**src/rtl/contador_garrafas_pkg.sv**
```systemverilog
// Shared constants and FSM encoding for the contador_garrafas bottle counter.
package contador_garrafas_pkg;

  typedef enum logic [1:0] {
    OCIOSO    = 2'd0,
    SINALIZA  = 2'd1,
    INTERVALO = 2'd2
  } estado_t;

  localparam int GARRAFAS_POR_DUZIA_PADRAO = 12;
  localparam int LARGURA_PARCIAL           = 4;

endpackage

```
**src/rtl/contador_garrafas_filtro_sensor.sv**
```systemverilog
// Final-sensor conditioning: 2-FF synchroniser, optional debounce (SENSOR_FILTRO_EN)
// and registered rising-edge detector producing a 1-cycle pulso_garrafa.
module filtro_sensor #(
  parameter int DEBOUNCE_CYCLES = 1000
) (
  input  logic clk,
  input  logic reset,
  input  logic sensor_in,
  output logic pulso_garrafa
);

  logic [1:0] sinc_q, sinc_d;
  logic       nivel;
  logic       nivel_ant_q, nivel_ant_d;
  logic       pulso_q, pulso_d;

  // Empty scope marks an out-of-range setting in the elaborated hierarchy.
  if (DEBOUNCE_CYCLES < 1) begin : g_debounce_invalido
  end

`ifdef SENSOR_FILTRO_EN
  localparam int CW = (DEBOUNCE_CYCLES > 1) ? $clog2(DEBOUNCE_CYCLES) : 1;

  logic [CW-1:0] corrida_q, corrida_d;
  logic          nivel_q, nivel_d;

  // The run counter restarts whenever the synced sample agrees with the accepted level.
  always_comb begin
    corrida_d = '0;
    nivel_d   = nivel_q;
    if (sinc_q[1] != nivel_q) begin
      if (corrida_q == CW'(DEBOUNCE_CYCLES - 1)) begin
        nivel_d = sinc_q[1];
      end else begin
        corrida_d = corrida_q + 1'b1;
      end
    end
  end

  always_ff @(posedge clk or negedge reset) begin
    if (!reset) begin
      corrida_q <= '0;
      nivel_q   <= 1'b0;
    end else begin
      corrida_q <= corrida_d;
      nivel_q   <= nivel_d;
    end
  end

  assign nivel = nivel_q;
`else
  assign nivel = sinc_q[1];
`endif

  always_comb begin
    sinc_d      = {sinc_q[0], sensor_in};
    nivel_ant_d = nivel;
    pulso_d     = nivel & ~nivel_ant_q;
  end

  always_ff @(posedge clk or negedge reset) begin
    if (!reset) begin
      sinc_q      <= '0;
      nivel_ant_q <= 1'b0;
      pulso_q     <= 1'b0;
    end else begin
      sinc_q      <= sinc_d;
      nivel_ant_q <= nivel_ant_d;
      pulso_q     <= pulso_d;
    end
  end

  assign pulso_garrafa = pulso_q;

endmodule

```
**src/rtl/contador_garrafas.sv**
```systemverilog
// Bottle counter: counts accepted bottles modulo GARRAFAS_POR_DUZIA and shapes the
// dozen-complete pulse. Debounce filter is built only when SENSOR_FILTRO_EN is defined.
module contador_garrafas
  import contador_garrafas_pkg::*;
#(
  parameter int GARRAFAS_POR_DUZIA = GARRAFAS_POR_DUZIA_PADRAO,
  parameter int DEBOUNCE_CYCLES    = 1000,
  parameter int PULSO_CICLOS       = 4
) (
  input  logic                       clk,
  input  logic                       reset,
  input  logic                       sensor_final,
  input  logic                       habilitar,
  input  logic                       reset_manual,
  output logic                       duzia_completa,
  output logic [LARGURA_PARCIAL-1:0] garrafas_parcial,
  output logic                       erro_overflow
);

  localparam int PW = (PULSO_CICLOS > 1) ? $clog2(PULSO_CICLOS) : 1;

  logic                       pulso_garrafa;
  logic [LARGURA_PARCIAL-1:0] parcial_q, parcial_d;
  logic                       evento_q, evento_d;
  estado_t                    estado_q, estado_d;
  logic [PW-1:0]              cnt_q, cnt_d;
  logic                       pendente_q, pendente_d;
  logic                       erro_q, erro_d;
  logic                       duzia_q, duzia_d;

  filtro_sensor #(
    .DEBOUNCE_CYCLES(DEBOUNCE_CYCLES)
  ) u_filtro (
    .clk          (clk),
    .reset        (reset),
    .sensor_in    (sensor_final),
    .pulso_garrafa(pulso_garrafa)
  );

  always_comb begin
    parcial_d  = parcial_q;
    evento_d   = 1'b0;
    estado_d   = estado_q;
    cnt_d      = cnt_q;
    pendente_d = pendente_q;
    erro_d     = erro_q;

    if (pulso_garrafa && habilitar) begin
      if (parcial_q == LARGURA_PARCIAL'(GARRAFAS_POR_DUZIA - 1)) begin
        parcial_d = '0;
        evento_d  = 1'b1;
      end else begin
        parcial_d = parcial_q + 1'b1;
      end
    end

    case (estado_q)
      OCIOSO: begin
        if (evento_q || pendente_q) begin
          estado_d = SINALIZA;
          cnt_d    = '0;
          if (!evento_q) pendente_d = 1'b0;
        end
      end
      SINALIZA: begin
        if (cnt_q == PW'(PULSO_CICLOS - 1)) estado_d = INTERVALO;
        else                                cnt_d    = cnt_q + 1'b1;
      end
      INTERVALO: begin
        if (pendente_q) begin
          estado_d   = SINALIZA;
          cnt_d      = '0;
          pendente_d = 1'b0;
        end else begin
          estado_d = OCIOSO;
        end
      end
      default: estado_d = OCIOSO;
    endcase

    // A dozen arriving while the pulse is busy is queued once; a second one is lost.
    if (evento_q && (estado_q != OCIOSO)) begin
      if (pendente_q) erro_d     = 1'b1;
      else            pendente_d = 1'b1;
    end

    if (reset_manual) begin
      parcial_d  = '0;
      evento_d   = 1'b0;
      estado_d   = OCIOSO;
      cnt_d      = '0;
      pendente_d = 1'b0;
      erro_d     = 1'b0;
    end

    duzia_d = (estado_d == SINALIZA);
  end

  always_ff @(posedge clk or negedge reset) begin
    if (!reset) begin
      parcial_q  <= '0;
      evento_q   <= 1'b0;
      estado_q   <= OCIOSO;
      cnt_q      <= '0;
      pendente_q <= 1'b0;
      erro_q     <= 1'b0;
      duzia_q    <= 1'b0;
    end else begin
      parcial_q  <= parcial_d;
      evento_q   <= evento_d;
      estado_q   <= estado_d;
      cnt_q      <= cnt_d;
      pendente_q <= pendente_d;
      erro_q     <= erro_d;
      duzia_q    <= duzia_d;
    end
  end

  assign duzia_completa   = duzia_q;
  assign garrafas_parcial = parcial_q;
  assign erro_overflow    = erro_q;

endmodule

```
**config.mk**
```make
export PLATFORM = sky130hd
export DESIGN_NAME = contador_garrafas
export DESIGN_NICKNAME = d
export VERILOG_FILES = /design/src/rtl/contador_garrafas_pkg.sv /design/src/rtl/contador_garrafas_filtro_sensor.sv /design/src/rtl/contador_garrafas.sv
export SDC_FILE = /design/constraint.sdc
export NUM_CORES = 1
export LEC_CHECK = 0
export ABC_AREA = 1
export CAP_MARGIN = 20
export CORE_MARGIN = 2
export CORE_UTILIZATION = 54
export CTS_CLUSTER_DIAMETER = 120
export DETAILED_ROUTE_END_ITERATION = 7
export GPL_TIMING_DRIVEN = 1
export HOLD_SLACK_MARGIN = 0.03
export PLACE_DENSITY = 0.91
export SETUP_SLACK_MARGIN = 0.2
export SYNTH_ARGS = -nofsm -noshare
export SYNTH_HDL_FRONTEND = slang
export SYNTH_HIERARCHICAL = 1
export SYNTH_SLANG_ARGS = --single-unit
```
**constraint.sdc**
```tcl
create_clock -name clk -period 3.4 [get_ports clk]
set_clock_uncertainty 0.1 [all_clocks]
set_input_delay 0.34 -clock clk [delete_from_list [all_inputs] [get_ports clk]]
set_output_delay 0.34 -clock clk [all_outputs]
set_load 0.005 [all_outputs]
```
==> reports/metrics.csv, run 1 <==
metric;value;unit
Critical Path Start Type;register;
Clock transition at path regs;80;ps
gr ovfl total;0;
largest cells by area after synthesis;dfrtp_1, nand2_1, inv_1, nand3_1, nor2_1;
Static Leakage;0.472;nW
antenna-violating nets left;0;
Final min period;1720;ps
fillcell total;99;
RSZ-0062 raised after global routing;no;
post-synth net total;91;
Seq/Total Area, Yosys;55.9;%
Max Transition Viols Final;0;
Synth top cells by count;nand2_1, dfrtp_1, inv_1;
peak supply drop;0.000275;V
clock share of power;32.4;%
sw frac;23.0;%
Finished Cell Area;871;um^2
Clock Tree Root;clkbuf_4;
Crit path depth;1;
async set-reset flop share out of synthesis;100;%
CP Data Required Time;2960;ps
Comb pwr share;11.3;%
Yosys reg bits;16;
Hold EP;u_filtro/sinc_q[1]$_DFF_PN0_;
Netlist cell types;16;
Synth Cell Area;716;um^2
routed via count;569;
Top delay family on crit path;buffers and inverters;
Avg WL per Cell;10.8;um
RR Startpoint;garrafas_parcial[0]$_DFFE_PN0P_;
Detailed Place HPWL;967;um
Layout area overhead;21.7;%
R2R Path End;garrafas_parcial[3]$_DFFE_PN0P_;
Mean Syn Cell Area;8.52;um^2
Psw;86.5;uW
total CTS buffers;3;
hold path cells;0;
initial core utilization;56.4;%
Port Buffers;10;
largest net degree at the start of global routing;17;
P_int;290;uW
slew margin rel.;54.9;%
DRT Wirelength;1220;um
crit-path max cell delay;540;ps
top cell type's share of synthesized area;55.9;%
reg2reg setup slack;2110;ps
DRC Markers;0;
die width;40.4;um
Tot GR Track Use;20.3;%
CP cell instances;clkdlybuf4s50_1;
FP Rows;13;
CP Buf/Inv Count;1;
register share of total power;56.2;%
drt pass-1 iters;4;
worst hold path type;reg2reg;
worst slew pin tran;674;ps
Hold Path Origin;u_filtro/sinc_q[0]$_DFF_PN0_;
Synth area leader;dfrtp_1;
EDFF count, synth;0;
die area;0.00163;mm^2
hold_buf cts;0;
first-pass GRT wire length;2170;um
Crit Path Class;reg2out;
Vias/cell;5.04;
Setup-failing EPs final;0;
layout cells sized above 1;10.2;%
initial antenna violation count;0;
Max clock buf depth;2;
number of global-route vias before repair;530;
Core Area;0.00127;mm^2
Post-Syn Instances;84;
final core occ;68.6;%
nets;106;
die height;40.4;um
ANT cells;0;
Slowest-stage cell, CP;clkdlybuf4s50_1;
worst-path maximum fanout;7;
routability cong.;0.695;
CTS tree;built;
Final Hold Vio Count;0;
num ports;11;
Post-CTS Resized;0;
fin crit share;50.7;%
initial drt markers;12;
cell area after placement;835;um^2
Reg2Reg Depth;6;
TNS Setup;0;ps
Max Cap Viol;0;
Post-CTS Setup Inserts;0;
clk_lat worst skew;290;ps
outcome;completed;
H-Tree Depth;1;
CP Capture Type;output pin;
fmax;581;MHz
clk sinks;16;
most numerous cell in the Yosys netlist;nand2_1;
Power Dens Cells;432;mW/mm^2
Synth Flop Type;dfrtp_1;
synth warn;6;
CP arrival;1280;ps
## sequential cells by signal, summed over array words and instances, names as in the netlist
register / flops
u_filtro/pulso_garrafa: 1
evento_q: 1
cnt_q: 2
u_filtro/sinc_q: 2
pendente_q: 1
garrafas_parcial: 4
erro_overflow: 1
estado_q: 2
u_filtro/nivel_ant_q: 1
duzia_completa: 1
## final cells by class
| type | count | area (um^2) | area share, % |
|---|---|---|---|
| clock buffers | 4 | 36.3 | 4.17 |
| repair buffers | 10 | 100 | 11.5 |
| multi-input cells | 54 | 263 | 30.2 |
| flip-flops and latches | 16 | 400 | 46.0 |
| inverters | 14 | 52.6 | 6.03 |
| well taps | 15 | 18.8 | 2.16 |
## power groups by stage
stage / logic, mW / clock network, mW / registers, mW
6_report: 0.0427 / 0.122 / 0.212
5_1_grt: 0.0472 / 0.134 / 0.214
4_1_cts: 0.0436 / 0.126 / 0.212
3_5_place_dp: 0.0439 / 0 / 0.215
3_3_place_gp: 0.0420 / 0 / 0.215
2_1_floorplan: 0.0167 / 0 / 0.214
## layout by cell type, fill, tap and decap left out
| cell type | instances |
|---|---|
| clkbuf_4 | 3 |
| nor2_1 | 7 |
| ha_1 | 2 |
| inv_1 | 12 |
| a21oi_1 | 4 |
| inv_2 | 2 |
| o21a_1 | 1 |
| clkdlybuf4s50_1 | 10 |
| a21o_1 | 1 |
| nand2_2 | 1 |
| nor3_1 | 1 |
| nand3_2 | 1 |
| nand4_1 | 1 |
| dfrtp_1 | 16 |
| nor2_2 | 2 |
| clkbuf_8 | 1 |
| o21ai_0 | 2 |
| nand2_1 | 23 |
| nand3_1 | 8 |
## metrics by stage
step	power, mW	hold slack (ps)	setup WS, ps	std cells
floorplan	0.231	-55.6	2230	84
global route	0.395	286	1620	113
finish	0.376	257	1680	113
detailed placement	0.259	238	1870	109
CTS	0.381	264	1670	113
global placement	0.257	243	1890	109
## worst max path at each step
stage	from	end	slack, ps
3_3_place_gp	reset_manual	garrafas_parcial[2]$_DFFE_PN0P_	1890
3_5_place_dp	reset_manual	garrafas_parcial[2]$_DFFE_PN0P_	1870
2_1_floorplan	garrafas_parcial[0]$_DFFE_PN0P_	garrafas_parcial[3]$_DFFE_PN0P_	2230
6_report	garrafas_parcial[2]$_DFFE_PN0P_	garrafas_parcial[2]	1680
5_1_grt	garrafas_parcial[2]$_DFFE_PN0P_	garrafas_parcial[2]	1620
4_1_cts	garrafas_parcial[2]$_DFFE_PN0P_	garrafas_parcial[2]	1670
## per-layer routing
metal / vias to the layer above / track usage, % / part of all wire (%)
li1: 289 / - / -
met5: - / 0 / 0
met4: 0 / 5.00 / 1.6
met2: 8 / 34.1 / 52
met1: 270 / 25.7 / 43
met3: 2 / 5.56 / 2.8
## cells by family after synthesis
family / Yosys count / synth area share (%)
and+or+nand+nor: 44 / 26.9
DFF: 16 / 55.9
buffers and inverters: 14 / 7.34
AOI/OAI and AO/OA: 8 / 6.29
adders and majority gates: 2 / 3.50
No activity file was read; power rests on OpenSTA's default activity.
==> run 2, diff against run 1 <==
CORE_UTILIZATION = 45   (was 54)
PLACE_DENSITY = 0.82   (was 0.91)
clock period = 1.42 ns   (was 3.4 ns; I/O delays follow)
==> run 2 against run 1 <==
Against the previous run:
- final area grew 10%
- highest routed layer unchanged
- die area rose by 18%
- core utilization shrank 4.9 points
- register-to-register slack got worse by 2000 ps
- sequential share of layout area fell by 4.0 points
- power grew to 2.6 times the previous value
- count of clock-buffer cells in the layout did not move
- wire length grew 16%
- critical path depth increased by 4
- non-clock buffer count up 8
- first-iteration DRC count down 50%
- sequential cell count is the same
==> reports/metrics.csv, run 2 (synthesized netlist as in run 1, its figures left out) <==
metric;value;unit
outcome;completed;
Power Dens Cells;1030;mW/mm^2
DRT Wirelength;1410;um
worst slew pin tran;254;ps
layout cells sized above 1;22.6;%
CP cell instances;buf_6 > ha_4 > nand2_2 > buf_4 > nor3_1;
Met1 Wirelength;690;um
TNS Setup;0;ps
worst-path maximum fanout;3;
number of global-route vias before repair;563;
ANT cells;0;
Slowest-stage cell, CP;dfrtp_1;
Critical Path Start Type;register;
Setup-failing EPs final;0;
die width;43.9;um
cell area after placement;843;um^2
most frequent cells in the layout;nand2_1, dfrtp_1, inv_1;
first-pass GRT wire length;2460;um
Clock transition at path regs;90;ps
clk_lat worst skew;280;ps
drt pass-1 iters;3;
leading cell type in the layout, fill and taps excluded;nand2_1;
Max Transition Viols Final;0;
num ports;11;
Layout area overhead;34.1;%
Max Cap Viol;0;
CTS tree;built;
gr ovfl total;0;
routability cong.;0.834;
crit-path max cell delay;390;ps
max reg flops;4;
CP Capture Type;register;
FP Rows;14;
clk sinks;16;
die height;43.9;um
RSZ-0062 raised after global routing;yes;
Finished Cell Area;960;um^2
Static Leakage;0.547;nW
routed via count;607;
nets;114;
die area;0.00193;mm^2
overall power;984;uW
Core Area;0.00151;mm^2
initial antenna violation count;0;
final core occ;63.7;%
Crit Path Class;reg2reg;
Tot GR Track Use;17.7;%
Reg area;403;um^2
fmax;787;MHz
Max clock buf depth;2;
Multi-input gate area;283;um^2
CP arrival;1350;ps
Final min period;1270;ps
antenna-violating nets left;0;
initial drt markers;6;
largest net degree at the start of global routing;17;
Top delay family on crit path;flip-flops;
initial core utilization;47.5;%
Vias/cell;4.98;
Avg WL per Cell;11.6;um
peak supply drop;0.000847;V
fin crit share;89.5;%
Detailed Place HPWL;939;um
slew margin rel.;83.0;%
Port Buffers;10;
worst hold path type;in2async;
fillcell total;115;
Clock Tree Root;clkbuf_4;
total CTS buffers;3;
met3 wire len;43;um
CP Data Required Time;1500;ps
DRC Markers;0;
Met2 Routed Length;660;um
top sig layer;met4;
Final Hold Vio Count;0;
H-Tree Depth;1;
CP Buf/Inv Count;2;
[run 2: cell types whose count changed in the layout (fill, tap and decap cells not counted), moves of 2 or more]
cell             change
buf_4                +6
buf_6                +2
clkdlybuf4s50_1      -6
dfrtp_1              -2
dfrtp_2              +2
dlygate4sd2_1        +4
nor2_1               -2
nor2_2               +2
[run 2: power by group]
part	leakage, nW	internal, mW	switching [mW]	total (mW)
Clock	0.0210	0.156	0.139	0.295
Combinational	0.314	0.107	0.0831	0.190
Sequential	0.211	0.481	0.0183	0.499
Total	0.547	0.744	0.240	0.984
[run 2: worst paths after layout]
kind                                                          to  cells past startpoint  slack [ps]                       startpoint
min in group clk                    u_filtro/sinc_q[0]$_DFF_PN0_                      1         190                     sensor_final
worst min-delay path            u_filtro/pulso_garrafa$_DFF_PN0_                      2          60                            reset
worst min register to register      u_filtro/sinc_q[1]$_DFF_PN0_                      0         270     u_filtro/sinc_q[0]$_DFF_PN0_
max in group asynchronous        garrafas_parcial[2]$_DFFE_PN0P_                      2         960                            reset
worst max register to register                evento_q$_DFF_PN0_                      5         150  garrafas_parcial[1]$_DFFE_PN0P_
worst max-delay path                          evento_q$_DFF_PN0_                      5         150  garrafas_parcial[1]$_DFFE_PN0P_
[run 2: final cells by class]
type,count,area share (%)
clock buffer,4,3.78
inverter,14,5.48
multi-input combinational,54,29.5
sequential,16,42.0
tap,16,2.09
timing repair buffer,18,17.2
[run 2: through the flow]
stage	hold slack (ps)	worst slack [ps]	instances
after floorplan	-254	254	84
after global placement	245	113	111
after detailed placement	237	86.3	111
after CTS	60.2	10.7	121
after global routing	70.1	120	122
final	62.8	150	122
[run 2: metal layers]
layer,global-route usage [%],vias to the layer above
met1,24.3,288
met2,27.6,9
met5,0,-
met4,7.27,0
met3,3.33,4
li1,-,306
[run 2: timing repair]
item / in CTS / in global routing
setup buffers: 6 / 1
hold buffers: 0 / 0
pin swaps: 3 / 6
endpoints found under the hold margin: 0 / 0
resized for setup: 12 / 4
endpoints found under the setup margin: 8 / 7
==> run 3, diff against run 2 <==
CORE_UTILIZATION = 40   (was 45)
PLACE_DENSITY = 0.76   (was 0.82)
==> run 3 against run 2 <==
Against the previous run:
- core utilization fell by 7.9 points
- clock power rose by 2%
- critical endpoint is now garrafas_parcial[3]$_DFFE_PN0P_
- critical path depth rose by 2
- count of clock-buffer cells in the layout did not move
- die area rose by 11%
- largest power group unchanged
==> reports/metrics.csv, run 3 (synthesized netlist as in run 1, its figures left out) <==
metric;value;unit
outcome;completed;
antenna-violating nets left;0;
FP Rows;15;
worst hold path type;in2async;
placed cells;120;
Tot GR Track Use;17.3;%
largest net degree at the start of global routing;17;
Static Leakage;0.517;nW
Layout area overhead;33.2;%
register share of total power;49.9;%
die height;46.3;um
Finished Cell Area;953;um^2
Detailed Place HPWL;932;um
initial core utilization;41.9;%
clock share of power;30.2;%
leading cell type in the layout, fill and taps excluded;nand2_1;
Vias/cell;4.77;
num ports;11;
Clock Tree Root;clkbuf_4;
P_int;747;uW
Comb pwr share;20.0;%
Reg2Reg Depth;7;
nets;113;
CP Data Required Time;1500;ps
Final min period;1260;ps
CTS tree;built;
CP Capture Type;register;
DRC Markers;0;
max reg flops;4;
gr ovfl total;0;
final core occ;55.8;%
number of global-route vias before repair;581;
Final Hold Vio Count;0;
most frequent cells in the layout;nand2_1, dfrtp_1, inv_1;
clk_lat worst skew;290;ps
fmax;796;MHz
RSZ-0062 raised after global routing;yes;
drt pass-1 iters;4;
Crit Path Class;reg2reg;
initial antenna violation count;0;
Psw;251;uW
Avg WL per Cell;11.4;um
die area;0.00214;mm^2
routability cong.;0.809;
cell area after placement;855;um^2
sw frac;25.1;%
Clock transition at path regs;100;ps
Max clock buf depth;2;
Critical Path Start Type;register;
clk sinks;16;
fin crit share;88.4;%
H-Tree Depth;1;
worst-path maximum fanout;4;
layout cells sized above 1;22.9;%
ANT cells;0;
routed via count;620;
die width;46.3;um
fillcell total;159;
worst slew pin tran;202;ps
peak supply drop;0.000550;V
first-pass GRT wire length;2500;um
Max Transition Viols Final;0;
Port Buffers;10;
CP arrival;1330;ps
total CTS buffers;3;
initial drt markers;16;
Setup-failing EPs final;0;
Core Area;0.00171;mm^2
Max Cap Viol;0;
DRT Wirelength;1490;um
slew margin rel.;86.5;%
Power Dens Cells;1050;mW/mm^2
Final Non-Filler Cells;130;
TNS Setup;0;ps
==> run 3: changes by cell type in the layout (fill, tap and decap cells not counted) <==
cell | before | now
o21ai_0 | 2 | 1
buf_6 | 2 | 1
clkbuf_2 | 0 | 1
dlymetal6s2s_1 | 1 | 0
dlygate4sd2_1 | 4 | 3
o21ai_1 | 0 | 1
clkdlybuf4s15_1 | 1 | 2
==> run 3: per-layer routing <==
metal  global-route usage (%)  share of wire [%]  wire length [um]
met4                     6.86                1.4                21
met3                     5.88                5.9                87
met2                     30.0                 48               720
met1                     19.3                 44               656
met5                        0                  0                 0
==> run 3: layout make-up <==
| type | instances | area (um^2) | area share (%) |
|---|---|---|---|
| repair buffers | 17 | 148 | 15.5 |
| well taps | 25 | 31.3 | 3.28 |
| multi-input cells | 54 | 283 | 29.7 |
| flip-flops and latches | 16 | 403 | 42.3 |
| clock buffers | 4 | 36.3 | 3.81 |
| inverters | 14 | 52.6 | 5.51 |
==> run 3: power by group through the flow <==
stage,clock [mW],sequential [mW],combinational [mW]
CTS,0.316,0.495,0.173
global route,0.328,0.499,0.220
finish,0.301,0.498,0.199
floorplan,0,0.512,0.0400
global placement,0,0.516,0.104
detailed placement,0,0.516,0.105
==> run 3: timing repair <==
| item | in CTS | in global routing |
|---|---|---|
| hold buffers | 0 | 0 |
| gates cloned | 0 | 0 |
| gates resized for setup | 12 | 7 |
| pin swaps | 2 | 2 |
| endpoints found under the setup margin | 8 | 7 |
| setup buffers | 4 | 2 |
==> run 3: path summary, 6_finish.rpt <==
kind | start | to | slack [ps]
max in group asynchronous | reset | garrafas_parcial[1]$_DFFE_PN0P_ | 980
worst min-delay path | reset | garrafas_parcial[0]$_DFFE_PN0P_ | 50
worst max-delay path | garrafas_parcial[0]$_DFFE_PN0P_ | garrafas_parcial[3]$_DFFE_PN0P_ | 160
worst max register to register | garrafas_parcial[0]$_DFFE_PN0P_ | garrafas_parcial[3]$_DFFE_PN0P_ | 160
min in group clk | sensor_final | u_filtro/sinc_q[0]$_DFF_PN0_ | 190
worst min register to register | u_filtro/sinc_q[0]$_DFF_PN0_ | u_filtro/sinc_q[1]$_DFF_PN0_ | 250
==> run 3: per-stage QoR <==
step | worst slack (ps) | hold slack (ps) | power [mW]
after floorplan | 254 | -254 | 0.552
after global placement | 115 | 242 | 0.620
after detailed placement | 101 | 240 | 0.621
after global routing | 146 | 71.0 | 1.05
final | 164 | 53.7 | 0.998
after CTS | 164 | 53.4 | 0.984
==> run 3: critical path, stage by stage (launching register included) <==
cell	delay [ps]
dfrtp_1	410
buf_6	130
buf_4	120
buf_4	140
nand3_1	70
nand2_1	50
nand3_1	60
nand2_1	50
